`src/rtl/ber_checker_bit_delay_line.sv`:
```
// Enable-gated 1-bit shift register of transmit history with a selectable tap.
// Tap k holds the bit shifted in k+1 enables ago; reset clears it to zero.
module bit_delay_line #(
  parameter int DEPTH  = 512,
  parameter int NB_SEL = 9
) (
  input  logic              clk,
  input  logic              reset,
  input  logic              enable,
  input  logic              din,
  input  logic [NB_SEL-1:0] sel,
  output logic              dout
);

  logic [DEPTH-1:0] dl;

  always_ff @(posedge clk) begin
    if (reset) begin
      dl <= '0;
    end else if (enable) begin
      dl <= {dl[DEPTH-2:0], din};
    end
  end

  assign dout = dl[sel];

endmodule

```
`config.mk`:
```
export PLATFORM = sky130hd
export DESIGN_NAME = bit_delay_line
export DESIGN_NICKNAME = d
export VERILOG_FILES = /design/src/rtl/ber_checker_bit_delay_line.sv
export SDC_FILE = /design/constraint.sdc
export NUM_CORES = 1
export LEC_CHECK = 0
export BUFFER_PORTS_ARGS = -buffer_cell sky130_fd_sc_hd__buf_2
export CORE_ASPECT_RATIO = 1.4
export CORE_MARGIN = 8
export CORE_UTILIZATION = 50
export CTS_CLUSTER_DIAMETER = 150
export DETAILED_ROUTE_END_ITERATION = 7
export PLACE_DENSITY = 0.7
export SYNTH_ARGS = -nofsm -noshare
export SYNTH_HDL_FRONTEND = slang
export SYNTH_SLANG_ARGS = --single-unit
```
`constraint.sdc`:
```
create_clock -name clk -period 1.85 [get_ports clk]
set_clock_uncertainty 0.15 [all_clocks]
set_input_delay 0 -clock clk [delete_from_list [all_inputs] [get_ports clk]]
set_output_delay 0 -clock clk [all_outputs]
set_load 0.02 [all_outputs]
```
**Word level (Yosys, flattened, before mapping)**

Cells that the tools add are included.

- Register bits after elaboration: 512
- Input bits: 13
- Output and inout bits: 1
- Logic and storage cells: 4

- Order comparisons: 1
- Mux-type cells: 2

Operators by type and width:

| cell | number |
|---|---|
| < comparator 9 x 10 -> 1 bit (second input constant) | 1 |
| binary-select mux 1 bit (select 9 bit) | 1 |
| two-way mux 1 bit | 1 |

**Logic depth before layout (Yosys ltp)**

Gate-level depths: netlist of the first run.

- Depth in word-level cells: 2
- Gate-level depth with buffers: 12
- Mapped depth without buffers: 7

**Worst setup path after synthesis of the first run**

Ideal clock, no wire load.

- Path kind: register to output
- From: register dl[197]
- To: output port dout
- Arrival time: 1875 ps
- Data required time: 1700 ps
- Slack: -175 ps
- Cell stages (with the launch flop): 8
- Buffers on the path: 0
- Path through: dfxtp_1 -> mux4_1 -> mux4_2 -> nand2_1 -> o311ai_1 -> o211ai_1 -> a221o_1 -> nand4_1

- Longest elaborated chain between the ends: 2

Ends and longest elaborated chain:

| element | RTL line | RTL |
|---|---|---|
| start: declaration | 15 | `logic [DEPTH-1:0] dl;` |
| start signal: assignment | 21 | `dl <= {dl[DEPTH-2:0], din};` |
| binary-select mux 1 bit (select 9 bit) | 25 | `assign dout = dl[sel];` |
| two-way mux 1 bit (implied by the code) | 25 |  |
| end: declaration | 12 | `output logic dout` |

Every way passes these cells. The select of a mux whose other input is x is not followed.

**Worst setup path in the final report of the first run**

- From: register dl[199]
- To: output port dout

The elaborated chain is that of the path after synthesis.

==> results by group, run 1 <==
Outcome
  • Status: finished with violations
  • Failing checks: negative setup slack

Clocking
  • # Post-CTS Setup Buffers: 0
  • CTS tree: built
  • CTS Sinks: 512
  • Worst-case clock buffer depth: 3
  • Root Driver: clkbuf_16
  • CTS buffer count: 49
  • Clock Pin Slew Worst Setup and Hold Paths: 0.06 ns
  • # H-tree levels: 2
  • Clock Latency Late Sink: 0.58 ns

Final layout
  • # fillers: 3294
  • Reg with most FFs: dl
  • Diode count: 0
  • Max reg flops: 512
  • Final instance area: 29120 sq um
  • Syn-to-layout area delta: 30.91%
  • FF/Latch Area: 10250 sq um
  • Post-layout util: 66.25%
  • Non-filler instance count after layout: 3189
  • Share of post-route cells with drive strength above 1: 29.65%
  • Layout Nets: 2605
  • Most frequent cells in the layout: 627 x mux2i_1, 553 x buf_4, 529 x nor2_1
  • Multi-input gate area: 11130 sq um
  • Biggest regs: dl: 512 flops
  • Commonest non-fill, non-tap cell in the layout: mux2i_1

Die
  • Initial Util: 50.61%
  • Area of the die: 51590 sq um
  • Num rows: 91
  • Placeable Area: 43950 sq um
  • I/O Pins: 14
  • Die Ht: 265.6 um
  • Die W: 194.3 um

Worst setup path
  • Worst R2R End: dl[0]
  • Setup CP Type: register to output port
  • Worst-path cell with the longest stage delay: mux4_2
  • Crit-path cells: mux4_2 > mux4_2 > nand2_2 > o311ai_4 > o211ai_1 > a221o_1 > nand4_1 > buf_6
  • CP max FO: 2
  • CP bufs+invs: 1
  • CP Data Arrival Time: 2.83 ns
  • CP top delay family: multiplexers
  • Worst reg2reg setup slack: 0.40 ns
  • Setup crit end kind: output port
  • R2R cell count: 4
  • Reg2reg start: dl[0]
  • CP max stage delay: 0.53 ns
  • CP dominant cell by count: mux4_2
  • Critical path startpoint category: register
  • Data required, critical path: 1.70 ns

Timing
  • Final period util: 160.9%
  • Max Clk Rate: 335.9 MHz
  • Fin crit period: 2.977 ns
  • Final Slew Violations: 0
  • Relative slew slack: 67.32%
  • Worst slew pin tran: 0.4902 ns
  • Unrepaired setup endpoints after global routing: true
  • Final worst setup slack: -1.127 ns
  • Setup Viol. Count Final: 1
  • Final Hold Vio Count: 0

Logic synthesis
  • YS warnings: 0
  • Yosys cell types: 44
  • Syn Area/Cell: 10.66 sq um
  • Dominant synthesized flop cell: dfxtp_1
  • Mapped Cells: 2087
  • Seq/Total Area, Yosys: 46.08%
  • Post-synth EDFFs: 0
  • Seq cells post-synth: 512
  • Post-Syn Area: 22240 sq um
  • Syn Nets: 2100
  • Share of synthesized flip-flops with an asynchronous set or reset: 0%

Pwr
  • Peak VDD IR: 0.7149 mV
  • Leak: 13.52 nW
  • Power Total: 0.02314 W
  • P per Cell Area: 794.8 nW/um^2

Global routing
  • Initial antenna violation count: 0
  • Grt ovf: 0
  • Number of global-route vias before repair: 18390
  • Total GRT Usage: 20.99%
  • Global-route wire length before repair: 90980 um
  • Largest net degree at the start of global routing: 94

Run
  • MaxCap Viol Count: 0

Placed design
  • PortBufs: 13
  • Area after DPL: 27330 sq um
  • Placer congestion estimate: 0.8004
  • # placed instances: 3093
  • Dpl hpwl: 37990 um

Routing
  • Pre-antenna DRT Iters: 5
  • Antenna-violating nets left: 0
  • Via count: 17370
  • Drt total wl: 55270 um
  • Drt wl/cell: 17.33 um
  • DR DRC count: 0
  • Via density: 5.447
  • Iter 0 DRT Violations: 854

Min path
  • Worst min-delay path startpoint: reset
  • Min-Delay Path Depth: 3
  • Hold Crit Class: primary input to register
  • WHS Endpoint: dl[488]
-- metal layers --
metal | share of wire (%) | wire length, um | global-route usage [%]
met2 | 52 | 28740 | 39.49
met5 | 0 | 0 | 0
met1 | 41 | 22810 | 23.90
met4 | 3.5 | 1928 | 8.252
met3 | 3.2 | 1783 | 2.428
-- power breakdown --
group	leakage (nW)	internal, W	switching [W]
clock	0.823	0.00609	0.00427
combinational	8.58	0.000777	0.000982
sequential	4.12	0.0110	0.00000169
-- through the flow --
| step | setup WS, ns | hold slack [ns] | TNS (ns) |
|---|---|---|---|
| after CTS | -1.170 | 0.1953 | -1.170 |
| after global placement | -0.6556 | 0.09272 | -0.6556 |
| after detailed placement | -0.6604 | 0.1230 | -0.6604 |
| after global routing | -1.229 | 0.2366 | -1.239 |
| after floorplan | -0.1536 | -0.002319 | -0.1536 |
| final | -1.127 | 0.2153 | -1.127 |
-- cell usage after synthesis, types with 3 or more instances --
cell type  count  area [sq um]
o22ai_1       26         162.7
mux2i_1      627          6276
buf_6         10         112.6
nor2_1       529          1986
nor4_1         4         25.02
o21ai_0        7         35.03
clkinv_1       3         11.26
a21oi_1       34         170.2
buf_1         47         176.4
clkbuf_1      90         337.8
buf_8          3         45.04
mux4_1         5         131.4
o2111ai_1      4         35.03
nand3_1        4         20.02
mux4_2        67          1509
o211ai_1       4         30.03
dfxtp_1      512         10250
buf_2          9         45.04
nand2_1       11         41.29
o221ai_1      58         508.0
buf_12         6         120.1
-- how the worst max path moves through the flow --
stage	startpoint	to	slack, ns	cells past startpoint
final	dl[199]	dout	-1.13	8
after CTS	dl[199]	dout	-1.17	8
after global routing	dl[214]	dout	-1.23	8
after floorplan	dl[387]	dout	-0.15	6
after detailed placement	sel[0]	dout	-0.66	11
after global placement	sel[0]	dout	-0.66	10
-- cell families after synthesis --
family                 share of synthesized area (%)
flip-flops                                     46.08
AND/OR/NAND/NOR                                9.720
AO/OA/AOI/OAI                                  4.641
buffers and inverters                          3.915
multiplexers                                   35.64
-- layout make-up --
type	instances	share of cell area, %
multi-input cells	1403	38.24
flip-flops and latches	512	35.22
repair buffers	621	18.33
clock buffers	73	5.079
well taps	558	2.398
clock inverters	17	0.6746
inverters	5	0.06446
-- worst reg2reg max path, stage by stage, from the launching register on --
cell and delay [ns]:
dfxtp_1 0.32, buf_4 0.13, mux2i_1 0.11, nor2_1 0.05
dlygate4sd3_1 0.57
-- timing repair --
| action | CTS | global route |
|---|---|---|
| pin swaps | 4 | 5 |
| gates resized for setup | 11 | 5 |
| cloned | 0 | 1 |
| hold buffers | 5 | 0 |
| setup endpoints to repair | 1 | 2 |
| hold endpoints to repair | 476 | 0 |
(Power assumes the default switching activity.)
==> run 2: changes to the inputs <==
Settings changed: SKIP_CTS_REPAIR_TIMING from default to 1.
==> run 2 against run 1 <==
  * The flow still finishes with violations (negative setup slack)
  * Sequential share of layout area barely moved
  * First-iteration DRC count grew 0.94%
  * Core utilization hardly changed
  * Final area is essentially flat
  * Combinational power barely moved
  * Register-to-register slack about the same
  * Flip-flop and latch count is the same
  * Clock power about the same
  * Critical path depth unchanged
  * Maximum frequency fell by 0.23%
  * Count of clock-buffer cells in the layout unchanged
  * Critical endpoint unchanged
  * Highest routed layer unchanged
==> results by group, run 2 (synthesized netlist as in run 1, its figures left out) <==
Outcome
  • Status: finished with violations
  • Failing checks: negative setup slack

Final layout
  • Diode count: 0
  • Multi-input gate area: 11120 sq um
  • Layout Nets: 2606
  • FF/Latch Area: 10250 sq um
  • Syn-to-layout area delta: 30.82%
  • Commonest non-fill, non-tap cell in the layout: mux2i_1
  • Max reg flops: 512
  • Reg with most FFs: dl
  • Share of post-route cells with drive strength above 1: 29.56%
  • Most frequent cells in the layout: 627 x mux2i_1, 553 x buf_4, 529 x nor2_1
  • Biggest regs: dl: 512 flops
  • Post-layout util: 66.21%
  • Final instance area: 29100 sq um
  • # fillers: 3299

Global routing
  • Largest net degree at the start of global routing: 94
  • Initial antenna violation count: 0
  • Number of global-route vias before repair: 18370
  • Total GRT Usage: 20.93%
  • Global-route wire length before repair: 90780 um
  • Grt ovf: 0

Clocking
  • Root Driver: clkbuf_16
  • CTS tree: built
  • Clock Pin Slew Worst Setup and Hold Paths: 0.06 ns
  • CTS buffer count: 49
  • Clock Latency Late Sink: 0.58 ns
  • Worst-case clock buffer depth: 3
  • CTS Sinks: 512
  • # H-tree levels: 2

Die
  • Initial Util: 50.61%
  • Placeable Area: 43950 sq um
  • I/O Pins: 14
  • Die Ht: 265.6 um
  • Die W: 194.3 um
  • Num rows: 91
  • Area of the die: 51590 sq um

Timing
  • Unrepaired setup endpoints after global routing: true
  • Final Hold Vio Count: 0
  • Final worst setup slack: -1.134 ns
  • Fin crit period: 2.984 ns
  • Worst slew pin tran: 0.4904 ns
  • Setup Viol. Count Final: 2
  • Final period util: 161.3%
  • Setup_tns: -1.308 ns
  • Relative slew slack: 67.31%
  • Final Slew Violations: 0
  • Max Clk Rate: 335.1 MHz

Routing
  • DR DRC count: 0
  • Iter 0 DRT Violations: 862
  • Pre-antenna DRT Iters: 5
  • Drt wl/cell: 17.28 um
  • Antenna-violating nets left: 0
  • Drt total wl: 55120 um
  • Via count: 17370
  • Via density: 5.445

Worst setup path
  • Critical path startpoint category: register
  • CP Data Arrival Time: 2.83 ns
  • Worst-path cell with the longest stage delay: mux4_2
  • CP max FO: 2
  • CP endpoint: dout
  • CP dominant cell by count: mux4_2
  • Setup CP Type: register to output port
  • CP max stage delay: 0.53 ns
  • Worst reg2reg setup slack: 0.41 ns
  • Reg2reg start: dl[278]
  • Crit-path cells: mux4_2 > mux4_2 > nand2_2 > o311ai_2 > o211ai_1 > a221o_1 > nand4_1 > buf_6
  • Worst Setup SP: dl[199]
  • R2R cell count: 4
  • Setup crit end kind: output port
  • Worst R2R End: dl[278]
  • Data required, critical path: 1.70 ns

Placed design
  • PortBufs: 13
  • Placer congestion estimate: 0.8004
  • Dpl hpwl: 37990 um
  • Area after DPL: 27330 sq um

Pwr
  • P per Cell Area: 794.9 nW/um^2
  • Leak: 13.51 nW
  • Peak VDD IR: 0.7148 mV

Min path
  • Hold Crit Class: primary input to register

Run
  • MaxCap Viol Count: 0
-- run 2: changes by cell type in the layout (fill, tap and decap cells not counted) --
cell,before,now
buf_8,2,3
dfxtp_1,508,510
buf_12,50,51
dfxtp_2,4,2
dlygate4sd3_1,5,6
o311ai_2,0,1
clkbuf_16,52,51
buf_16,1,0
o311ai_4,1,0
-- run 2: how the worst min path moves through the flow --
stage	startpoint	end	slack, ns	depth (start not counted)
2_1_floorplan	din	dl[0]	-0.002	2
3_3_place_gp	din	dl[0]	0.09	3
3_5_place_dp	din	dl[0]	0.12	3
4_1_cts	din	dl[0]	-0.47	3
5_1_grt	reset	dl[482]	0.24	3
6_report	reset	dl[496]	0.21	3
-- run 2: area by class of cell --
class / instances / area share (%)
Clock buffer: 73 / 5.083
Clock inverter: 17 / 0.6751
Multi-Input combinational cell: 1403 / 38.23
Timing Repair Buffer: 622 / 18.31
Tap cell: 558 / 2.399
Inverter: 5 / 0.06450
Sequential cell: 512 / 35.23
-- run 2: metrics by stage --
step	cells	total power [W]	hold slack (ns)	setup slack, ns
final	3190	0.02313	0.2137	-1.134
after global placement	3093	0.01298	0.09272	-0.6556
after CTS	3183	0.02329	-0.4730	-1.225
after floorplan	2087	0.01238	-0.002319	-0.1536
after global routing	3190	0.02383	0.2382	-1.232
after detailed placement	3093	0.01299	0.1230	-0.6604
-- run 2: layer usage --
metal	wire, um	GRT usage, %	part of all wire (%)
met1	22740	23.88	41
met2	28720	39.49	52
met3	1855	2.340	3.4
met4	1799	8.066	3.3
met5	0	0	0
-- run 2: where the power goes --
part	switching, W	total (W)	leakage (nW)	internal, W
sequential	0.00000164	0.0110	4.12	0.0110
combinational	0.000977	0.00175	8.57	0.000773
clock	0.00427	0.0104	0.823	0.00609
total	0.00525	0.0231	13.5	0.0179
-- run 2: worst max-delay path: cells and delay by family (launching register included) --
| family | cells | cell delay, ns |
|---|---|---|
| and+or+nand+nor | 2 | 0.30 |
| muxes | 2 | 1.01 |
| buffers and inverters | 1 | 0.22 |
| AOI/OAI and AO/OA | 3 | 0.44 |
| DFF | 1 | 0.31 |
==> run 3: changes to the inputs <==
Settings changed: CORE_UTILIZATION 50 to 57, PLACE_DENSITY 0.7 to 0.78.
==> run 3 against run 2 <==
  * The flow still finishes with violations (negative setup slack)
  * First-iteration DRC count rose by 40%
  * Routed wire length rose by 7.8%
  * Maximum frequency fell by 1.5%
  * Global-route usage rose by 4.6 points
  * Clock power barely moved
  * Final area fell by 0.66%
  * Non-clock buffer count fell by 3
  * Via count rose by 3.9%
  * Highest routed layer unchanged
  * Combinational power barely moved
==> results by group, run 3 (synthesized netlist as in run 1, its figures left out) <==
Die
  • Num rows: 85
  • I/O Pins: 14
  • Placeable Area: 38500 sq um
  • Area of the die: 45690 sq um
  • Die Ht: 249.7 um
  • Die W: 183.0 um
  • Initial Util: 57.77%

Timing
  • Worst slew pin tran: 0.4726 ns
  • Final Slew Violations: 0
  • Unrepaired setup endpoints after global routing: true
  • Hold_ws: 0.2535 ns
  • Relative slew slack: 68.28%
  • Final Hold Vio Count: 0
  • Max Clk Rate: 330.1 MHz
  • Fin crit period: 3.030 ns
  • Final worst setup slack: -1.180 ns
  • Setup Viol. Count Final: 1
  • Final period util: 163.8%

Min path
  • Hold Crit Class: primary input to register
  • Min-Delay Path Depth: 3
  • Worst min-delay path startpoint: reset
  • WHS Endpoint: dl[270]

Final layout
  • Max reg flops: 512
  • Diode count: 0
  • Reg with most FFs: dl
  • Commonest non-fill, non-tap cell in the layout: mux2i_1
  • Final instance area: 28910 sq um
  • # fillers: 2369
  • Share of post-route cells with drive strength above 1: 29.19%
  • Syn-to-layout area delta: 29.95%
  • Most frequent cells in the layout: 627 x mux2i_1, 554 x buf_4, 529 x nor2_1
  • Layout Nets: 2603
  • Biggest regs: dl: 512 flops
  • Post-layout util: 75.08%

Routing
  • DR DRC count: 0
  • Drt wl/cell: 18.88 um
  • Pre-antenna DRT Iters: 5
  • Antenna-violating nets left: 0
  • Via density: 5.739
  • Drt total wl: 59410 um
  • Via count: 18060
  • Iter 0 DRT Violations: 1208

Placed design
  • Dpl hpwl: 37990 um
  • Area after DPL: 27230 sq um
  • PortBufs: 13
  • Placer congestion estimate: 0.8329
  • Setup WS pre-CTS: -0.5597 ns

Pwr
  • Sw frac: 22.93%
  • Leak: 13.46 nW
  • Power Internal: 0.01759 W
  • Comb pwr share: 7.6%
  • Flop pwr share: 48.3%
  • P per Cell Area: 789.8 nW/um^2
  • Peak VDD IR: 0.8468 mV
  • P_sw: 0.005234 W
  • Clock power frac: 44.1%

Clocking
  • CTS buffer count: 49
  • CTS tree: built
  • Clock Pin Slew Worst Setup and Hold Paths: 0.06 ns
  • Clock Latency Late Sink: 0.58 ns
  • Root Driver: clkbuf_16
  • # H-tree levels: 2
  • CTS Sinks: 512
  • Worst-case clock buffer depth: 3

Worst setup path
  • Worst reg2reg setup slack: 0.40 ns
  • Critical path startpoint category: register
  • R2R cell count: 4
  • CP dominant cell by count: mux4_2
  • CP top delay family: multiplexers
  • Worst R2R End: dl[256]
  • CP max stage delay: 0.52 ns
  • Critical Path Stages: 8
  • Crit-path cells: mux4_2 > mux4_2 > nand2_2 > o311ai_2 > o211ai_1 > a221o_1 > nand4_1 > buf_6
  • Worst-path cell with the longest stage delay: mux4_2
  • Data required, critical path: 1.70 ns
  • CP bufs+invs: 1
  • CP max FO: 2
  • Setup CP Type: register to output port
  • Reg2reg start: dl[255]
  • CP Data Arrival Time: 2.88 ns
  • Setup crit end kind: output port

Global routing
  • Initial antenna violation count: 0
  • Number of global-route vias before repair: 19530
  • Largest net degree at the start of global routing: 83
  • Grt ovf: 0
  • Total GRT Usage: 25.49%
  • Global-route wire length before repair: 96540 um

Outcome
  • Failing checks: negative setup slack
  • Status: finished with violations

Run
  • MaxCap Viol Count: 0
[run 3: changes by cell type in the layout (fill, tap and decap cells not counted), sizes merged]
cell,delta
clkbuf,+5
clkinv,-5
clkinvlp,-3
buf,-2
bufinv,-2
dlygate4sd3,-1
[run 3: power groups by stage]
stage / registers [W] / logic, W / clock network [W]
floorplan: 0.0113 / 0.00111 / 0
global placement: 0.0113 / 0.00165 / 0
detailed placement: 0.0113 / 0.00167 / 0
CTS: 0.0110 / 0.00169 / 0.0102
global route: 0.0110 / 0.00180 / 0.0106
finish: 0.0110 / 0.00173 / 0.0101
[run 3: worst max path at each step]
stage	start	end	slack [ns]
floorplan	dl[387]	dout	-0.15
global placement	dl[197]	dout	-0.57
detailed placement	dl[197]	dout	-0.56
CTS	dl[213]	dout	-1.28
global route	dl[215]	dout	-1.21
finish	dl[215]	dout	-1.18
[run 3: per-stage QoR]
| stage | setup TNS [ns] | total power [W] | std cells |
|---|---|---|---|
| global placement | -0.5716 | 0.01292 | 3055 |
| floorplan | -0.1536 | 0.01238 | 2087 |
| global route | -1.206 | 0.02346 | 3146 |
| finish | -1.180 | 0.02283 | 3146 |
| CTS | -1.282 | 0.02288 | 3140 |
| detailed placement | -0.5597 | 0.01294 | 3055 |
[run 3: routing by layer]
metal | wire length (um) | track usage, % | up-vias
li1 | - | - | 8400
met1 | 22980 | 27.77 | 8937
met2 | 30870 | 46.71 | 497
met3 | 2574 | 3.752 | 221
met4 | 2986 | 13.58 | 0
met5 | 0 | 0 | -
[run 3: layout make-up]
class                      instances  area (sq um)  area share (%)
sequential                       512         10250           35.47
tap                              522         653.1           2.260
inverter                           5         18.77         0.06493
clock buffer                      78          1508           5.216
multi-input combinational       1403         11120           38.46
clock inverter                     7         88.84          0.3073
timing repair buffer             619          5266           18.22
[run 3: tightest hold or removal path, delay by kind of cell]
family / cells / cell delay (ns)
and+or+nand+nor: 1 / 0.13
buffers and inverters: 2 / 0.81
